==> src/rtl/opb_reg_bank_pkg.sv <==
// opb_reg_bank_pkg: slave FSM states plus OPB<->user bit ordering and byte-merge helpers
package opb_reg_bank_pkg;
   typedef enum logic [1:0] {IDLE, ACK, WAIT} state_t;
   function automatic logic [31:0] opb2user(input logic [0:31] d);
      logic [31:0] r;
      for (int i = 0; i < 32; i++) r[31-i] = d[i];
      return r;
   endfunction
   function automatic logic [0:31] user2opb(input logic [31:0] u);
      logic [0:31] r;
      for (int i = 0; i < 32; i++) r[i] = u[31-i];
      return r;
   endfunction
   function automatic logic [3:0] be2user(input logic [0:3] b);
      logic [3:0] r;
      for (int i = 0; i < 4; i++) r[3-i] = b[i];
      return r;
   endfunction
   function automatic logic [31:0] merge(input logic [31:0] old, input logic [31:0] wr, input logic [3:0] be);
      logic [31:0] r;
      for (int i = 0; i < 4; i++) r[8*i+:8] = be[i] ? wr[8*i+:8] : old[8*i+:8];
      return r;
   endfunction
endpackage

==> src/rtl/opb_slave_ack_fsm.sv <==
// opb_slave_ack_fsm: one-cycle transfer acknowledge; WAIT blocks a second ack while select stays high
import opb_reg_bank_pkg::*;
module opb_slave_ack_fsm (
   input  logic   clk,
   input  logic   rst,
   input  logic   hit,
   input  logic   select,
   output logic   ack,
   output state_t state
);
   always_ff @(posedge clk or posedge rst)
      if (rst) begin
         state <= IDLE;
         ack   <= 1'b0;
      end else begin
         ack   <= state == IDLE && hit;
         state <= state == IDLE ? (hit ? ACK : IDLE) : state == ACK ? WAIT : (select ? WAIT : IDLE);
      end
endmodule

==> src/rtl/opb_register_bank_ppc2simulink.sv <==
// opb_register_bank_ppc2simulink: bank of PPC-writable 32-bit registers on OPB with per-register update strobes
// Optional double-buffered commit mode: define OPB_REG_BANK_SHADOW_EN
import opb_reg_bank_pkg::*;
module opb_register_bank_ppc2simulink #(
   parameter logic [31:0] C_BASEADDR    = 32'hFFFFFFFF,
   parameter logic [31:0] C_HIGHADDR    = 32'h00000000,
   parameter int          C_OPB_AWIDTH  = 32,
   parameter int          C_OPB_DWIDTH  = 32,
   parameter int          C_NUM_REGS    = 4,
   parameter logic [31:0] C_RESET_VALUE = 32'h0,
   parameter string       C_FAMILY      = "virtex5"
) (
   input  logic                      OPB_Clk,
   input  logic                      OPB_Rst,
   input  logic [0:C_OPB_AWIDTH-1]   OPB_ABus,
   input  logic [0:3]                OPB_BE,
   input  logic [0:C_OPB_DWIDTH-1]   OPB_DBus,
   input  logic                      OPB_RNW,
   input  logic                      OPB_select,
   input  logic                      OPB_seqAddr,
   output logic [0:C_OPB_DWIDTH-1]   Sl_DBus,
   output logic                      Sl_xferAck,
   output logic                      Sl_errAck,
   output logic                      Sl_retry,
   output logic                      Sl_toutSup,
   output logic [32*C_NUM_REGS-1:0]  user_data_out,
   output logic [C_NUM_REGS-1:0]     user_data_valid
);
   logic [C_NUM_REGS-1:0][31:0] regs;
   logic [C_NUM_REGS-1:0]       wsel;
   logic [31:0]                 off, wdata, rdata;
   logic [29:0]                 idx;
   logic [3:0]                  be;
   logic                        hit, take, wr;
   state_t                      state;
   logic                        unused;
   assign off   = OPB_ABus - C_BASEADDR;
   assign idx   = off[31:2];
   assign wdata = opb2user(OPB_DBus);
   assign be    = be2user(OPB_BE);
   assign hit   = OPB_select && OPB_ABus >= C_BASEADDR && OPB_ABus <= C_HIGHADDR;
   assign take  = hit && state == IDLE;
   assign wr    = take && !OPB_RNW && |be;
   assign unused = &{1'b0, OPB_seqAddr, off[1:0]};
   assign Sl_errAck  = 1'b0;
   assign Sl_retry   = 1'b0;
   assign Sl_toutSup = 1'b0;
   assign user_data_out = regs;
   opb_slave_ack_fsm u_fsm (
      .clk    (OPB_Clk),
      .rst    (OPB_Rst),
      .hit    (hit),
      .select (OPB_select),
      .ack    (Sl_xferAck),
      .state  (state)
   );
`ifdef OPB_REG_BANK_SHADOW_EN
   logic [C_NUM_REGS-1:0][31:0] shadow;
   logic [C_NUM_REGS-1:0]       pend;
   logic                        commit;
   assign commit = wr && idx == 30'(C_NUM_REGS) && be[3] && wdata[31];
`endif
   always_comb begin
      wsel  = '0;
      rdata = '0;
      for (int k = 0; k < C_NUM_REGS; k++) begin
         wsel[k] = wr && idx == 30'(k);
         if (idx == 30'(k)) rdata = regs[k];
      end
`ifdef OPB_REG_BANK_SHADOW_EN
      if (idx == 30'(C_NUM_REGS)) rdata = 32'(pend);
`endif
   end
   always_ff @(posedge OPB_Clk or posedge OPB_Rst)
      if (OPB_Rst) begin
         regs            <= {C_NUM_REGS{C_RESET_VALUE}};
         user_data_valid <= '0;
         Sl_DBus         <= '0;
`ifdef OPB_REG_BANK_SHADOW_EN
         shadow          <= {C_NUM_REGS{C_RESET_VALUE}};
         pend            <= '0;
`endif
      end else begin
         Sl_DBus <= take && OPB_RNW ? user2opb(rdata) : '0;
`ifdef OPB_REG_BANK_SHADOW_EN
         for (int k = 0; k < C_NUM_REGS; k++) begin
            if (wsel[k]) shadow[k] <= merge(shadow[k], wdata, be);
            if (commit && pend[k]) regs[k] <= shadow[k];
         end
         pend            <= commit ? '0 : pend | wsel;
         user_data_valid <= commit ? pend : '0;
`else
         for (int k = 0; k < C_NUM_REGS; k++)
            if (wsel[k]) regs[k] <= merge(regs[k], wdata, be);
         user_data_valid <= wsel;
`endif
      end
endmodule

==> config.mk <==
export PLATFORM = sky130hd
export DESIGN_NAME = opb_register_bank_ppc2simulink
export DESIGN_NICKNAME = d
export VERILOG_FILES = /design/src/rtl/opb_reg_bank_pkg.sv /design/src/rtl/opb_slave_ack_fsm.sv /design/src/rtl/opb_register_bank_ppc2simulink.sv
export SDC_FILE = /design/constraint.sdc
export NUM_CORES = 1
export LEC_CHECK = 0
export ABC_AREA = 1
export CORE_MARGIN = 3
export CORE_UTILIZATION = 30
export DETAILED_ROUTE_END_ITERATION = 8
export DONT_BUFFER_PORTS = 1
export GPL_TIMING_DRIVEN = 0
export PLACE_DENSITY = 0.52
export SLEW_MARGIN = 10
export SYNTH_ARGS = -nofsm -noshare
export SYNTH_HDL_FRONTEND = slang
export SYNTH_HIERARCHICAL = 1
export SYNTH_SLANG_ARGS = --single-unit
==> constraint.sdc <==
create_clock -name OPB_Clk -period 7.6 [get_ports OPB_Clk]
set_input_delay 0.38 -clock OPB_Clk [delete_from_list [all_inputs] [get_ports OPB_Clk]]
set_output_delay 0.38 -clock OPB_Clk [all_outputs]
set_load 0.05 [all_outputs]
==> results.yml <==
hold_path:
  hold_path_class: "input port to flip-flop"
  min_to: "u_fsm/state[1]"
  min-delay-start: "OPB_select"
  min_path_cells: 2
critical_path:
  rr_endpoint: "u_fsm/state[1]"
  cp_max_fo: 3
  reg2reg_slack_ps: 6690
  critPathRequiredTime_ps: 7220
  critical_path.endpoint_type: "output pin"
  r2r_cells: 2
  crit-reg2reg-launch: "u_fsm/state[0]"
  worstSetupPathType: "flip-flop to output pin"
  start_kind: "flip-flop"
  cp.arrival_ps: 1090
synth:
  synthCells: 308
  syn_avg_cell_area_um2: 15.27
  ys_warn_count: 6
  netlist_area_mm2: 0.004703
place:
  port_buffers: 0
  hpwl_mm: 5.269
  place_ws_ps: 6462
  gp_congestion: 0.6581
cells_and_area:
  drive_above_1_share: 0.1050
  utilization: 0.3773
  syn_to_final_growth_pct: 22.40
  final_net_count: 441
  diodes: 0
clocking:
  cts.reportedPaths.clkPinSlew_ps: 60
  htree_num_levels: 4
  cts_root_buf: "clkbuf_16"
  insertion_delay_ps: 410
  cts_tree: "done"
  clkSinkCount: 166
  cts_buffer_depth: 2
  cts-buffers-inserted: 17
timing:
  hold_viol: 0
  fin_tns_setup_ps: 0
  fin_worst_skew_ps: 0.001221
  relSlewSlack: 0.6476
  fmax_mhz: 681.1
  min_period_ps: 1468
  setup_viol: 0
  layout_setup_ws_ps: 6132
  grt_setup_unrepaired: "no"
  fin_crit_sh: 0.1932
  worstMarginPinSlew_ps: 528.5
  drv_slew: 0
drt:
  drc_errors: 0
  routed_wl_mm: 7.553
  initialDrtViolationCount: 66
  postRouteAntennaNets: 0
  first_pass_iters: 2
  wl_per_cell_um: 12.76
  dr_total_vias: 2019
  avgViaCountPerCell: 3.410
power_and_ir_drop:
  leakage_nw: 2.867
  combPwrFrac: 0.018
  internal_power_w: 0.001409
  clkPwrFrac: 0.464
  power_per_cell_area_mw_per_mm2: 317.9
  power_frac_seq: 0.517
  sw_frac_of_total: 0.2300
  p_switching_w: 0.0004209
  peakVddDrop_v: 0.0001470
global_route:
  overflow: 0
  grt_usage: 0.09740
  grt_max_degree: 90
  grt_pass1_wl_mm: 12.73
  antenna_found_initial: 0
  grt_pass1_vias: 2235
floorplan:
  die_h_um: 131.2
  rows: 45
  io_pins: 241
  core_region_area_mm2: 0.01526
  die_area_mm2: 0.01722
  die_w_um: 131.2
  start_util: 0.3082
run:
  maxCapViolCount: 0
run_status:
  status: "completed"
worst register-to-register path: cells and delay by family, from the launching register on:
family | cells | cell delay [ps]
DFF | 1 | 670
and+or+nand+nor | 2 | 190
power groups by stage:
| stage | Clock (W) | Combinational [W] | Sequential [W] |
|---|---|---|---|
| 3_3_place_gp | 0 | 0.0000303 | 0.000964 |
| 5_1_grt | 0.000931 | 0.0000405 | 0.000947 |
| 6_report | 0.000850 | 0.0000336 | 0.000947 |
| 4_1_cts | 0.000882 | 0.0000348 | 0.000947 |
| 2_1_floorplan | 0 | 0.0000265 | 0.000961 |
| 3_5_place_dp | 0 | 0.0000339 | 0.000964 |
how the worst max path moves through the flow:
stage,cells after the start,endpoint,slack [ps],from
CTS,0,Sl_xferAck,6100,u_fsm/state[0]
global placement,1,user_data_out[78],1670,OPB_Rst
detailed placement,2,user_data_out[78],6460,OPB_Rst
floorplan,1,Sl_DBus[0],2790,OPB_Rst
finish,0,Sl_xferAck,6130,u_fsm/state[0]
global route,0,Sl_xferAck,6080,u_fsm/state[0]
layout make-up:
| cell class | count | area [um2] |
|---|---|---|
| tap | 211 | 264.0 |
| fill | 1464 | 9502 |
| sequential | 166 | 4154 |
| buffer | 131 | 503.0 |
| clock inverter | 13 | 145.1 |
| inverter | 5 | 26.28 |
| clock buffer | 19 | 452.9 |
| timing repair buffer | 2 | 37.54 |
| multi-input combinational | 45 | 173.9 |
layout by cell type, fill, tap and decap left out, drive strengths merged:
| master | n |
|---|---|
| inv | 10 |
| nor2 | 1 |
| clkbuf | 147 |
| conb | 40 |
| dfrtp | 166 |
| nand2 | 4 |
| clkinvlp | 3 |
| dlygate4sd3 | 1 |
| bufinv | 2 |
| buf | 4 |
| clkinv | 3 |
registers in the layout, indices dropped and copies added, names as in the netlist:
register         cells
Sl_DBus             32
u_fsm/state          2
user_data_out      128
user_data_valid      4
metrics by stage:
step / power (W) / hold WS (ps) / instances / cell area [um2]
after floorplan: 0.0009871 / 121.2 / 347 / 4850
after global placement: 0.0009941 / 133.7 / 558 / 5114
after detailed placement: 0.0009975 / 144.1 / 559 / 5149
after CTS: 0.001864 / 65.48 / 592 / 5757
after global routing: 0.001919 / 75.66 / 592 / 5757
final: 0.001830 / 94.70 / 592 / 5757
layer usage:
metal  vias to the layer above  wire (um)  GRT usage
met3                         9        838    0.06547
met2                       105       3718     0.1463
met1                      1010       2871     0.1080
met5                         -          0          0
li1                        895          -          -
met4                         0        125    0.04201
what timing repair did:
action | in CTS | in global routing
buffers inserted | 0 | 0
gates resized for setup | 0 | 0
hold buffers | 1 | 0
endpoints found under the hold margin | 77 | 0
Note: power is estimated with default switching activity, not from simulation.
